===== src/rtl/key_counter.sv =====
// rtl/key_counter.sv - two-stage registered popcount of a key vector
// with change, stability and peak tracking on each new count.
module key_counter #(
  parameter int WIDTH         = 12,
  parameter int CNT_W         = 6,
  parameter int STABLE_CYCLES = 4
) (
  input  logic             clk,
  input  logic             resetn,
  input  logic [WIDTH-1:0] keys,
  input  logic             in_valid,
  input  logic             clear_peak,
  output logic [CNT_W-1:0] count,
  output logic             count_valid,
  output logic             changed,
  output logic             stable,
  output logic [CNT_W-1:0] peak,
  output logic             any_key
);

  localparam logic [7:0] RUN_MAX = 8'(STABLE_CYCLES);

  logic [WIDTH-1:0] sample_q;
  logic             s1_valid_q;
  logic [CNT_W-1:0] count_q;
  logic [CNT_W-1:0] peak_q;
  logic [CNT_W-1:0] peak_d;
  logic [CNT_W-1:0] pop_d;
  logic [7:0]       run_q;
  logic [7:0]       run_d;
  logic             count_valid_q;
  logic             changed_q;
  logic             stable_q;
  logic             any_key_q;
  logic             is_change;

  always_comb begin
    pop_d = '0;
    for (int i = 0; i < WIDTH; i++) begin
      pop_d = pop_d + CNT_W'(sample_q[i]);
    end
  end

  // Comparing against the held count makes a first all-zero sample after reset a non-change.
  assign is_change = (pop_d != count_q);

  always_comb begin
    run_d = run_q;
    if (s1_valid_q) begin
      if (is_change) begin
        run_d = 8'd1;
      end else if (run_q < RUN_MAX) begin
        run_d = run_q + 8'd1;
      end
    end
  end

  // A new count arriving together with clear_peak wins over the clear.
  always_comb begin
    peak_d = peak_q;
    if (s1_valid_q && (clear_peak || (pop_d > peak_q))) begin
      peak_d = pop_d;
    end else if (clear_peak) begin
      peak_d = '0;
    end
  end

  always_ff @(posedge clk or negedge resetn) begin
    if (!resetn) begin
      sample_q      <= '0;
      s1_valid_q    <= 1'b0;
      count_q       <= '0;
      peak_q        <= '0;
      run_q         <= '0;
      count_valid_q <= 1'b0;
      changed_q     <= 1'b0;
      stable_q      <= 1'b0;
      any_key_q     <= 1'b0;
    end else begin
      if (in_valid) begin
        sample_q <= keys;
      end
      s1_valid_q    <= in_valid;
      count_valid_q <= s1_valid_q;
      changed_q     <= s1_valid_q && is_change;
      peak_q        <= peak_d;
      run_q         <= run_d;
      if (s1_valid_q) begin
        count_q   <= pop_d;
        any_key_q <= (pop_d != '0);
        stable_q  <= (run_d == RUN_MAX);
      end
    end
  end

  assign count       = count_q;
  assign count_valid = count_valid_q;
  assign changed     = changed_q;
  assign stable      = stable_q;
  assign peak        = peak_q;
  assign any_key     = any_key_q;

endmodule

===== config.mk =====
export PLATFORM = sky130hd
export DESIGN_NAME = key_counter
export DESIGN_NICKNAME = d
export VERILOG_FILES = /design/src/rtl/key_counter.sv
export SDC_FILE = /design/constraint.sdc
export NUM_CORES = 1
export LEC_CHECK = 0
export CAP_MARGIN = 20
export CORE_MARGIN = 2
export CORE_UTILIZATION = 50
export DETAILED_ROUTE_END_ITERATION = 10
export DONT_BUFFER_PORTS = 1
export PLACE_DENSITY = 0.63
export SLEW_MARGIN = 20
export SYNTH_ARGS = -nofsm -noshare
export SYNTH_HDL_FRONTEND = slang
export SYNTH_SLANG_ARGS = --single-unit

===== constraint.sdc =====
create_clock -name clk -period 6.1 [get_ports clk]
set_clock_uncertainty 0.1 [all_clocks]
set_input_delay 1.22 -clock clk [delete_from_list [all_inputs] [get_ports clk]]
set_output_delay 1.22 -clock clk [all_outputs]
set_load 0.01 [all_outputs]

Word-level counts from Yosys, hierarchy flattened. Index checks and enable logic that the tools add are counted.

Muxes and demuxes: 5. Reduce and logical (&&, ||, !) cells: 5. Equality and inequality tests: 2. $add $sub $neg: 12. Order comparisons: 2.

Operators with widths (number): $add 6x1->6 (6); $mux 8 (3); $mux 6 (2); $add 8x1->8 const B (1); $eq 8x3->1 const B (1); $lt 8x3->1 const B (1); $add 5x1->6 (1); $gt 6x6->1 (1); $ne 6x6->1 (1); $reduce_bool 6->1 (1); $add 4x1->5 (1); $add 3x1->4 (1); $add 2x1->3 (1); $add 1x1->2 (1); $logic_and 1x1->1 (2); $reduce_bool 2->1 (1); $logic_or 1x1->1 (1).

Bits in registers: 37. Word-level logic and storage cells: 35. Input bits: 16.

Longest topological paths before layout. Gate-level depths: netlist of run 1.

Depth after elaboration: 15. Gate-level depth with buffers: 15. Gate-level depth less buffers: 15.

Worst setup path after synthesis of run 1. Ideal clock, no wire load.

Path kind: register to register. Start point: reg sample_q[5]. End point: reg peak_q[1] (netlist: peak[1]). Library setup time: 121 ps. Cell stages (with the launch flop): 15. Path slack: 1774 ps. Clock period less this slack: 4326 ps. Arrival time: 4105 ps. Required time: 5879 ps. Cells stage by stage: dfrtp_1 > fa_1 > inv_1 > fa_1 > fa_1 > fa_1 > inv_1 > ha_1 > fa_1 > ha_1 > nor2b_1 > o211ai_1 > a31oi_1 > a21o_1 > a22o_1.

Cells in the longest elaborated chain, start to end: 11. Elaborated cells on any way between the ends: 12.

Ends and longest elaborated chain: start: declaration (RTL line 23) `logic [WIDTH-1:0] sample_q;`; start signal: assignment (RTL line 81) `sample_q <= keys;`; $add 5x1->6 (*) (RTL line 40) `pop_d = pop_d + CNT_W'(sample_q[i]);`; $add 6x1->6 (*) (6 in series) (RTL line 40); via pop_d[1] (RTL line 28) `logic [CNT_W-1:0] pop_d;`; $gt 6x6->1 (RTL line 61) `if (s1_valid_q && (clear_peak || (pop_d > peak_q))) begin`; $logic_or 1x1->1 (RTL line 61); $logic_and 1x1->1 (RTL line 61); $mux 6 or $reduce_bool 2->1 (tied branches); end signal: assignment (RTL line 86) `peak_q <= peak_d;`; end: declaration (RTL line 26) `logic [CNT_W-1:0] peak_q;`.

The timed path passes the listed nets; every way through them passes the cells marked *. A chain may end at the register's enable or synchronous reset.

Final worst setup path of run 1.
Start point: reg sample_q[5]. End point: reg peak_q[1] (netlist: peak[1]).

Cells in the longest elaborated chain, start to end: 11. Elaborated cells on any way between the ends: 12.

Ends and longest elaborated chain (RTL line): $add 5x1->6 (*) (40); $add 6x1->6 (*) (6 in series) (40); via pop_d[2] (28); $gt 6x6->1 (*) (61); $logic_or 1x1->1 (*) (61); $logic_and 1x1->1 (*) (61); $mux 6 or $reduce_bool 2->1 (tied branches).

Marked as above.

==> results.md, run 1 <==
* Count of instances resized after the clock tree is built at 0
* Dominant combinational cell family by area after synthesis: adder cells
* Die width at 62.1 um
* Post-CTS Setup Bufs at 0
* Post-route fraction of the period consumed by the critical path at 75.2%
* Antenna Violating Nets Remaining at 0
* Fraction of synthesis flops using an asynchronous set or reset pin at 100%
* Final RePlAce weighted congestion at 0.681
* Clk_lat worst skew at 320 ps
* Yosys cell types at 32
* Detailed route wirelength on metal2 at 1380 um
* Syn Std Cell Area at 1690 um^2
* Number of synthesized flops with an enable pin at 0
* Drt wl/cell at 13.3 um
* Met3 Wirelength at 139 um
* Final setup violating endpoints at 0
* Starting density of the core at 51.3%
* Number of antenna violations at the first check in global routing at 0
* Boundary Pins at 32
* Cts hold-fix bufs at 0
* Placed wire-length estimate after detailed placement at 2100 um
* Final WL at 2710 um
* Final Slew Violations at 0
* Maximum achievable frequency at 0.218 GHz
* Switching share of total power at 42.1%
* Simple-gate area share of the yosys netlist at 10.3%
* Clock share of power at 12.3%
* Root Buffer Master: sky130_fd_sc_hd__clkbuf_4
* P per Cell Area at 519 nW/um^2
* Uppermost signal routing layer after detailed routing: met4
* Count of vias placed by the detailed router at 1043
* Max Root-Sink Buffers at 2
* Die span in y at 62.1 um
* Slew Limit Headroom at 65.5%
* Number of levels the H-tree was split into at 2
* Post-synth top flop: sky130_fd_sc_hd__dfrtp_1
* # clock sinks at 33
* Remaining global-route overflow at 0
* Via count of the first global-routing pass at 1081
* Class of the tightest hold or removal check: flip-flop to flip-flop
* Share of synthesized cell area in full adder, half adder and majority cells at 15.0%
* Number of flip-flops and latches in the synthesized netlist at 33
* Share of the synthesized area in compound gates (AO/OA/AOI/OAI) at 9.80%
* Combinational share of power at 52.9%
* Share of cells above drive strength 1 at 11.5%
* Arrival time of data at the critical path endpoint at 4700 ps
* Number of max-capacitance violations reported at 0
* DRC marker count from the first detailed-route iteration at 63
* Min Clock Period, post-route at 4590 ps
* Number of standard cells after synthesis at 153
* Crit path launch type: flip-flop
* Part of the Yosys area used for sequential elements at 49.0%
* Critical-path maximum fanout at 6
* Post-detailed-route DRC marker count at 0
* Wire length of the first global-routing pass at 4840 um
* Maximum number of pins on one net before global-route repair at 34
* Worst setup path category: flip-flop to flip-flop
* CTS tree: built
* Worst Tran Pin Value at 518 ps
* GRT Total Usage at 17.9%
* Fraction of synthesized area in multiplexers at 5.27%
* Total of warnings raised by yosys at 0
* Synth-to-layout area growth at 4.60%
* Switching Power at 0.385 mW
* IR drop worst, VDD at 248 uV
* Floorplan die area at 3850 um^2
* Antenna cells at 0
* Number of buffers inserted during clock tree synthesis at 5
* Area inside the core boundary at 3280 um^2
* Number of input and output port buffers inserted at 0
* Unrepaired setup endpoints after global routing: false
* Clock slew seen by the registers of the worst setup and hold paths at 100 ps
* Final net count at 188
* Total Neg Setup Slack at 0 ps
* Leakage power of the design at 0.858 nW
* Number of optimization iterations in the first detailed-route pass at 4
* Fraction of synthesized cell area in xor and xnor cells at 2.52%
* Mean cell area of the mapped netlist at 11.0 um^2
* Total internal power at 0.529 mW
* Number of hold violations in the final report at 0
* Post-Route Hold Slack at 392 ps
* Via density per instance at 5.14
* CP required at 6220 ps
* Critical Path Sink Type: flip-flop
* Met1 layer wirelength in the final routing at 1150 um
* Outcome: finished clean
* Std-Cell Rows at 21
* Part of the total power dissipated in sequential elements at 34.8%
-- layout by cell type, fill, tap and decap left out, drive strengths merged, types with 2 or more instances in the layout --
cell type,count
a21oi,5
a22o,4
and2,6
clkbuf,6
clkinv,2
conb,4
dfrtp,33
fa,7
ha,9
inv,24
mux2,7
nand2,15
nor2,8
nor4b,2
o21ai,9
xor2,3
-- critical path: stages (launching register included) --
cell and delay, ps:
sky130_fd_sc_hd__dfrtp_1 410, sky130_fd_sc_hd__fa_1 540, sky130_fd_sc_hd__inv_1 50, sky130_fd_sc_hd__fa_1 500, sky130_fd_sc_hd__fa_1 430, sky130_fd_sc_hd__fa_1 490, sky130_fd_sc_hd__inv_1 40, sky130_fd_sc_hd__ha_1 190
sky130_fd_sc_hd__fa_1 410, sky130_fd_sc_hd__xor2_2 300, sky130_fd_sc_hd__ha_1 300, sky130_fd_sc_hd__nand4_1 90, sky130_fd_sc_hd__nand2_1 50, sky130_fd_sc_hd__a31oi_1 200, sky130_fd_sc_hd__nor2_1 120, sky130_fd_sc_hd__a22o_1 250
-- sequential cells by signal, summed over array words and instances (netlist names) --
name         cells
count            4
changed          1
count_valid      1
sample_q        12
any_key          1
s1_valid_q       1
peak             4
stable           1
run_q            8
-- power by group through the flow --
stage | clock network, mW | logic, mW | registers, mW
after floorplan | 0 | 0.400 | 0.311
after global placement | 0 | 0.458 | 0.321
after detailed placement | 0 | 0.489 | 0.323
after CTS | 0.118 | 0.492 | 0.319
after global routing | 0.128 | 0.568 | 0.325
final | 0.113 | 0.484 | 0.318
-- cells in the mapped netlist (2+ instances only) --
| cell | number | area [um^2] |
|---|---|---|
| sky130_fd_sc_hd__ha_1 | 9 | 113 |
| sky130_fd_sc_hd__a22o_1 | 4 | 35.0 |
| sky130_fd_sc_hd__clkbuf_1 | 2 | 7.51 |
| sky130_fd_sc_hd__o21ai_0 | 9 | 45.0 |
| sky130_fd_sc_hd__xor2_1 | 2 | 17.5 |
| sky130_fd_sc_hd__fa_1 | 7 | 140 |
| sky130_fd_sc_hd__nor4b_1 | 2 | 17.5 |
| sky130_fd_sc_hd__buf_4 | 4 | 30.0 |
| sky130_fd_sc_hd__mux2_2 | 7 | 78.8 |
| sky130_fd_sc_hd__nand2_1 | 14 | 52.6 |
| sky130_fd_sc_hd__and2_1 | 6 | 37.5 |
| sky130_fd_sc_hd__nor2_1 | 8 | 30.0 |
| sky130_fd_sc_hd__a21oi_1 | 5 | 25.0 |
| sky130_fd_sc_hd__dfrtp_1 | 33 | 826 |
| sky130_fd_sc_hd__inv_1 | 24 | 90.1 |
-- through the flow --
step	cells	utilization (%)	worst slack (ps)	power, mW	cell area [um^2]
2_1_floorplan	156	-	1770	0.712	1700
3_3_place_gp	195	52.1	1600	0.779	1710
3_5_place_dp	195	52.1	1480	0.813	1710
4_1_cts	203	53.7	1460	0.929	1760
5_1_grt	203	53.7	1240	1.02	1760
6_report	203	53.7	1510	0.914	1760
-- final cells by class --
type	count	area [um^2]
Fill cell	304	1520
Sequential cell	33	826
Multi-Input combinational cell	92	738
Inverter	24	90.1
Tap cell	46	57.6
Clock buffer	6	41.3
Clock inverter	2	10.0
-- cells by family (layout without fill, tap and decap cells) --
group	after synthesis	after routing
and+or+nand+nor	36	36
DFF	33	33
buffers and inverters	31	32
AOI/OAI and AO/OA	24	24
adders and majority gates	16	16
muxes	8	8
xor gates and xnor gates	4	4
other	1	4
-- worst paths after layout --
check	start	to	slack, ps	depth (start not counted)
min reg2reg	run_q[7]	run_q[7]	390	1
min	run_q[7]	run_q[7]	390	1
max	sample_q[5]	peak[1]	1510	15
min in group asynchronous	resetn	peak[0]	480	0
max in group asynchronous	resetn	sample_q[7]	5340	0
max reg2reg	sample_q[5]	peak[1]	1510	15
-- per-layer routing --
layer	GRT usage, %	vias up
met1	21.3	520
met2	30.2	21
li1	-	498
met3	6.63	4
met5	0	-
met4	5.47	0
(Power assumes the default switching activity.)
==> run 2, diff against run 1 <==
ABC_AREA = 1   (was not set)
PLACE_DENSITY = 0.66   (was 0.63)
clock period = 4.2 ns   (was 6.1 ns; I/O delays follow)
==> run 2 against run 1 <==
  * The run now ends with setup timing left
  * Clock power grew 120%
  * Sequential share of layout area shrank 6.8 points
  * Critical path type unchanged
  * Critical endpoint is now peak[3]
  * Register-to-register slack lost 1700 ps
  * Count of clock-buffer cells in the layout grew 1
  * Flip-flop and latch count is the same
  * Largest cell class unchanged
  * Synthesized cell count grew 24%
  * Cell area grew 17%
  * First-iteration DRC count grew 84%
==> results.md, run 2 <==
* Placed wire-length estimate after detailed placement at 2260 um
* Synth top cells by count: sky130_fd_sc_hd__nand2_1, sky130_fd_sc_hd__inv_1, sky130_fd_sc_hd__dfrtp_1
* Synth-to-layout area growth at 19.6%
* Antenna Violating Nets Remaining at 0
* Class of the tightest hold or removal check: input pin to asynchronous set/reset pin
* Via density per instance at 5.04
* Syn Std Cell Area at 1720 um^2
* Number of hold violations in the final report at 0
* Post-detailed-route DRC marker count at 0
* Number of buffers inserted during clock tree synthesis at 5
* CP required at 4370 ps
* Total of warnings raised by yosys at 0
* GRT Total Usage at 18.7%
* Part of the Yosys area used for sequential elements at 47.9%
* Switching Power at 0.773 mW
* Top area cells in the synthesized netlist: sky130_fd_sc_hd__dfrtp_1, sky130_fd_sc_hd__nand2_1, sky130_fd_sc_hd__fa_1
* Largest area contributor in the netlist: sky130_fd_sc_hd__dfrtp_1
* Yosys top cell area share at 47.9%
* Critical-path maximum fanout at 4
* Drt wl/cell at 13.0 um
* Post-place setup slack at -272 ps
* Final Slew Violations at 0
* P per Cell Area at 923 nW/um^2
* Post-route fraction of the period consumed by the critical path at 104%
* Share of the synthesized area in compound gates (AO/OA/AOI/OAI) at 6.75%
* Number of optimization iterations in the first detailed-route pass at 4
* Std-Cell Rows at 21
* Post-synth top flop: sky130_fd_sc_hd__dfrtp_1
* Number of antenna violations at the first check in global routing at 0
* Slowest stage delay, CP at 560 ps
* Maximum number of pins on one net before global-route repair at 34
* Remaining global-route overflow at 0
* Worst setup path category: flip-flop to flip-flop
* Clk_lat worst skew at 340 ps
* Violations in the final reports: setup timing
* Via count of the first global-routing pass at 1298
* Mean cell area of the mapped netlist at 9.07 um^2
* Sequential cell area at 826 um^2
* Switching share of total power at 40.6%
* Post-Route Hold Slack at 77.0 ps
* Total internal power at 1.13 mW
* Share of synthesized cell area in full adder, half adder and majority cells at 14.7%
* Fillers at 305
* Most common library cell in the layout ignoring fill and taps: sky130_fd_sc_hd__nand2_1
* IR drop worst, VDD at 378 uV
* Part of the total power dissipated in sequential elements at 24.1%
* Unrepaired setup endpoints after global routing: true
* Maximum achievable frequency at 0.230 GHz
* Crit path launch type: flip-flop
* Die span in y at 62.7 um
* Boundary Pins at 32
* Clock share of power at 13.2%
* Clock slew seen by the registers of the worst setup and hold paths at 110 ps
* Root Buffer Master: sky130_fd_sc_hd__clkbuf_4
* Registers with the most flip-flops: sample_q (12), run_q (8)
* Antenna cells at 0
* Wire length of the first global-routing pass at 5610 um
* Number of synthesized flops with an enable pin at 0
* Register bank with the most flops: sample_q
* Outcome: finished with violations
* Most repeated library cell on the critical path: sky130_fd_sc_hd__fa_1
* Arrival time of data at the critical path endpoint at 4520 ps
* Dominant combinational cell family by area after synthesis: simple AND/OR/NAND/NOR gates
* Number of max-capacitance violations reported at 0
* # clock sinks at 33
* Final RePlAce weighted congestion at 0.797
* Fraction of synthesized area in multiplexers at 2.61%
* Leading cell types in the layout, fill and taps excluded: sky130_fd_sc_hd__nand2_1, sky130_fd_sc_hd__dfrtp_1, sky130_fd_sc_hd__inv_1, sky130_fd_sc_hd__buf_4, sky130_fd_sc_hd__o21ai_0
* Number of flip-flops and latches in the synthesized netlist at 33
* Max reg flops at 12
* Count of vias placed by the detailed router at 1295
* Final setup violating endpoints at 9
* Number of levels the H-tree was split into at 2
* Fraction of synthesized cell area in xor and xnor cells at 1.02%
* DRC marker count from the first detailed-route iteration at 116
* Yosys cell types at 24
* Final net count at 242
* Final WL at 3350 um
* Critical Path Sink Type: flip-flop
* Share of cells above drive strength 1 at 26.1%
* Area inside the core boundary at 3340 um^2
* Max Root-Sink Buffers at 2
* Starting density of the core at 51.7%
* Floorplan die area at 3930 um^2
* Cell-by-cell trace of the critical path: fa_1, inv_2, fa_1, fa_1, fa_1, inv_2, ha_4, fa_2, ha_1, a21oi_2, o21ai_1, o21ai_1, nand2_1, nand2_2, nand2_2, o21ai_1
* Die width at 62.7 um
* Simple-gate area share of the yosys netlist at 16.3%
* Number of standard cells after synthesis at 190
* Leakage power of the design at 1.04 nW
* Most common cell in the synthesized netlist: sky130_fd_sc_hd__nand2_1
* Fraction of synthesis flops using an asynchronous set or reset pin at 100%
* Number of input and output port buffers inserted at 0
* Area of the multi-input gates at 817 um^2
* Combinational share of power at 62.6%
* Min Clock Period, post-route at 4350 ps
* CTS tree: built
* Worst-case setup margin in the final layout at -150 ps
* Slowest-stage cell, CP: sky130_fd_sc_hd__fa_1
## run 2: cell types whose count changed after synthesis, sizes merged, moves of 2 or more
cell,change
nor4b,-2
xor2,-2
nand2,+29
o21ai,+9
inv,+13
nand3,+9
mux2,-3
a22o,-4
and2,-6
## run 2: kinds of logic (layout without fill, tap and decap cells)
kind of cell / Yosys count / after routing
and+or+nand+nor: 67 / 67
buffers and inverters: 44 / 62
DFF: 33 / 33
AOI/OAI and AO/OA: 23 / 23
adders and majority gates: 16 / 16
muxes: 4 / 4
xor gates and xnor gates: 2 / 2
other: 1 / 4
## run 2: path summary, 6_finish.rpt
kind	from	end	slack, ps	cells after the start
setup / recovery	sample_q[5]	peak[3]	-150	16
setup reg to reg	sample_q[5]	peak[3]	-150	16
hold / removal	resetn	sample_q[1]	80	0
hold reg to reg	run_q[3]	run_q[3]	410	2
min in group clk	run_q[3]	run_q[3]	410	2
max in group asynchronous	resetn	sample_q[7]	3830	0
## run 2: area by class of cell
type,instances,area share (%)
clock buffer,7,2.67
tap,46,2.79
timing repair buffer,17,6.55
inverter,37,6.86
clock inverter,1,1.46
multi-input combinational,116,39.6
sequential,33,40.0
## run 2: power by group through the flow
stage	logic (mW)	clock network, mW	registers [mW]
2_1_floorplan	0.563	0	0.448
3_3_place_gp	0.707	0	0.462
3_5_place_dp	0.753	0	0.465
4_1_cts	0.978	0.259	0.458
5_1_grt	1.31	0.271	0.469
6_report	1.19	0.252	0.459
## run 2: critical path: cells and delay by family (launching register included)
kind	cells	cell delay [ps]
flops	1	410
fa+ha+maj	7	2940
buf+inv	2	90
compound gates	4	440
simple gates	3	310
## run 2: what timing repair did
action / 4_1_cts / 5_1_grt
buffers inserted: 11 / 2
resized for setup: 12 / 19
pin swaps: 13 / 11
hold buffers: 0 / 0
endpoints found under the setup margin: 5 / 16
## run 2: layer usage
layer  share of wire, %  track usage, %
met1                 40            21.3
met2                 50            31.5
met3                6.4            7.03
met4                2.7            8.06
met5                  0               0
## run 2: through the flow
stage	instance area, um^2	TNS (ps)	total power [mW]	instances	util (%)
finish	2060	-789	1.90	257	61.8
CTS	1980	-1300	1.70	255	59.3
floorplan	1740	0	1.01	193	-
global placement	1790	-368	1.17	236	53.6
detailed placement	1790	-1070	1.22	236	53.6
global route	2060	-3100	2.05	257	61.8
==> run 3, diff against run 2 <==
CORE_ASPECT_RATIO = 0.9   (was not set)
==> run 3 against run 2 <==
  * First-iteration DRC count down 59%
  * Via count is 3.5% lower
  * Register-to-register slack about the same
  * Utilization is 0.54 points higher
  * Die area barely moved
  * Global-route usage rose by 1.3 points
  * Clock power up 41%
  * Count of clock-buffer cells in the layout shrank 2
  * Final cell count down 1.6%
  * Non-clock buffer count shrank 2
  * The run still ends with setup timing left
  * Combinational power fell by 3%
  * Wire length increased by 4.6%
==> results.md, run 3 (synthesized netlist as in run 2, its figures left out) <==
* Outcome: finished with violations
* Violations in the final reports: setup timing
* Std-Cell Rows at 20
* Cell-by-cell trace of the critical path: fa_1, inv_1, fa_1, fa_1, fa_1, inv_2, ha_4, fa_2, inv_2, nand2_2, nand2_2, inv_2, ha_4, nand2_2, o21ai_1, o21ai_1, nand2_1, nand2_2, nand2_2, o22ai_2
* CTS tree: built
* Class of the tightest hold or removal check: input pin to asynchronous set/reset pin
* Final RePlAce weighted congestion at 0.862
* Worst-case setup margin in the final layout at -153 ps
* Register bank with the most flops: sample_q
* Remaining global-route overflow at 0
* DRC marker count from the first detailed-route iteration at 48
* Total internal power at 1.17 mW
* Number of antenna violations at the first check in global routing at 0
* Total Neg Setup Slack at -635 ps
* Count of vias placed by the detailed router at 1250
* Starting density of the core at 51.8%
* Cts hold-fix bufs at 0
* Number of hold violations in the final report at 0
* Final net count at 240
* Max reg flops at 12
* Number of optimization iterations in the first detailed-route pass at 4
* Clk_lat worst skew at 290 ps
* Boundary Pins at 32
* Switching Power at 0.794 mW
* Leakage power of the design at 1.05 nW
* Share of cells above drive strength 1 at 23.4%
* Area inside the core boundary at 3330 um^2
* Max Root-Sink Buffers at 2
* Maximum number of pins on one net before global-route repair at 34
* Placed wire-length estimate after detailed placement at 2350 um
* Number of input and output port buffers inserted at 0
* Via count of the first global-routing pass at 1316
* Clock share of power at 18.1%
* P per Cell Area at 947 nW/um^2
* Maximum achievable frequency at 0.230 GHz
* Post-route fraction of the period consumed by the critical path at 104%
* Final WL at 3500 um
* Registers with the most flip-flops: sample_q (12), run_q (8)
* Internal reg-to-reg setup slack at -150 ps
* Combinational share of power at 58.5%
* CP delay by family, top: adder cells
* Antenna Violating Nets Remaining at 0
* Final setup violating endpoints at 5
* Clock slew seen by the registers of the worst setup and hold paths at 80 ps
* Part of the total power dissipated in sequential elements at 23.4%
* Crit path launch type: flip-flop
* Root Buffer Master: sky130_fd_sc_hd__clkbuf_8
* # clock sinks at 33
* Worst reg2reg startpoint: sample_q[5]
* IR drop worst, VDD at 402 uV
* Antenna cells at 0
* Reg2Reg Depth at 20
* Number of buffers inserted during clock tree synthesis at 5
* Power, Total at 1.97 mW
* Post-detailed-route DRC marker count at 0
* Slowest-stage cell, CP: sky130_fd_sc_hd__fa_1
* Slowest stage delay, CP at 530 ps
* GRT Total Usage at 20.0%
* Final Slew Violations at 0
* Capturing point of the worst reg2reg path: peak[2]
* CP required at 4270 ps
* Floorplan die area at 3930 um^2
* Most repeated library cell on the critical path: sky130_fd_sc_hd__nand2_2
* Number of levels the H-tree was split into at 2
* Most common library cell in the layout ignoring fill and taps: sky130_fd_sc_hd__nand2_1
* Worst setup path category: flip-flop to flip-flop
* Arrival time of data at the critical path endpoint at 4430 ps
* Fillers at 280
* Critical Path Sink Type: flip-flop
* Final Cell Area at 2070 um^2
* Placement Cell Area at 1790 um^2
* Number of max-capacitance violations reported at 0
* Via density per instance at 4.94
* Buffers plus inverters on the worst setup path at 4
* Unrepaired setup endpoints after global routing: true
* Die width at 65.9 um
* Drt wl/cell at 13.8 um
* Wire length of the first global-routing pass at 5630 um
* Switching share of total power at 40.4%
* Die span in y at 59.7 um
* Leading cell types in the layout, fill and taps excluded: sky130_fd_sc_hd__nand2_1, sky130_fd_sc_hd__inv_1, sky130_fd_sc_hd__dfrtp_1, sky130_fd_sc_hd__buf_4
* Critical-path maximum fanout at 4
* Min Clock Period, post-route at 4350 ps
* Synth-to-layout area growth at 20.3%
run 3: worst reg2reg max path: stages, from the launching register on:
cell	delay, ps
sky130_fd_sc_hd__dfrtp_1	400
sky130_fd_sc_hd__fa_1	530
sky130_fd_sc_hd__inv_1	50
sky130_fd_sc_hd__fa_1	450
sky130_fd_sc_hd__fa_1	480
sky130_fd_sc_hd__fa_1	510
sky130_fd_sc_hd__inv_2	50
sky130_fd_sc_hd__ha_4	160
sky130_fd_sc_hd__fa_2	350
sky130_fd_sc_hd__inv_2	70
sky130_fd_sc_hd__nand2_2	50
sky130_fd_sc_hd__nand2_2	60
sky130_fd_sc_hd__inv_2	50
sky130_fd_sc_hd__ha_4	250
sky130_fd_sc_hd__nand2_2	50
sky130_fd_sc_hd__o21ai_1	140
sky130_fd_sc_hd__o21ai_1	90
sky130_fd_sc_hd__nand2_1	110
sky130_fd_sc_hd__nand2_2	100
sky130_fd_sc_hd__nand2_2	130
sky130_fd_sc_hd__o22ai_2	70
run 3: worst max-delay path by stage:
stage,startpoint,end,slack (ps),depth (start not counted)
after floorplan,sample_q[5],peak[0],1,20
final,sample_q[5],peak[2],-150,20
after CTS,sample_q[5],peak[0],-140,20
after detailed placement,sample_q[5],peak[0],-290,20
after global routing,sample_q[5],peak[1],-320,20
after global placement,sample_q[5],peak[3],-90,20
run 3: cell type report:
| type | count | area (um^2) | share of cell area [%] |
|---|---|---|---|
| multi-input combinational | 116 | 806 | 38.8 |
| inverter | 37 | 141 | 6.82 |
| clock buffer | 5 | 68.8 | 3.32 |
| timing repair buffer | 15 | 113 | 5.43 |
| clock inverter | 3 | 65.1 | 3.14 |
| tap | 44 | 55.1 | 2.65 |
| sequential | 33 | 826 | 39.8 |
run 3: layer usage:
metal / GRT usage (%) / share of wire (%) / up-vias
met5: 0 / 0 / -
met4: 11.0 / 2.6 / 0
met3: 8.47 / 6.9 / 13
met2: 33.3 / 51 / 51
met1: 21.8 / 39 / 571
li1: - / - / 615
run 3: what timing repair did:
item | in CTS | in global routing
gates cloned | 0 | 0
setup buffers | 12 | 1
setup endpoints to repair | 4 | 16
pin swaps | 2 | 7
gates resized for setup | 15 | 10
run 3: through the flow:
stage,setup slack (ps),hold WS [ps],utilization (%),cells
floorplan,1.24,307,-,193
global placement,-93.6,394,53.6,234
detailed placement,-289,406,53.6,234
CTS,-142,133,61.7,254
global route,-315,121,62.3,253
finish,-153,135,62.3,253
run 3: power by group through the flow:
| stage | logic (mW) | clock network, mW | registers (mW) |
|---|---|---|---|
| floorplan | 0.563 | 0 | 0.448 |
| global placement | 0.691 | 0 | 0.463 |
| detailed placement | 0.737 | 0 | 0.465 |
| CTS | 1.05 | 0.360 | 0.461 |
| global route | 1.27 | 0.377 | 0.470 |
| finish | 1.15 | 0.356 | 0.460 |
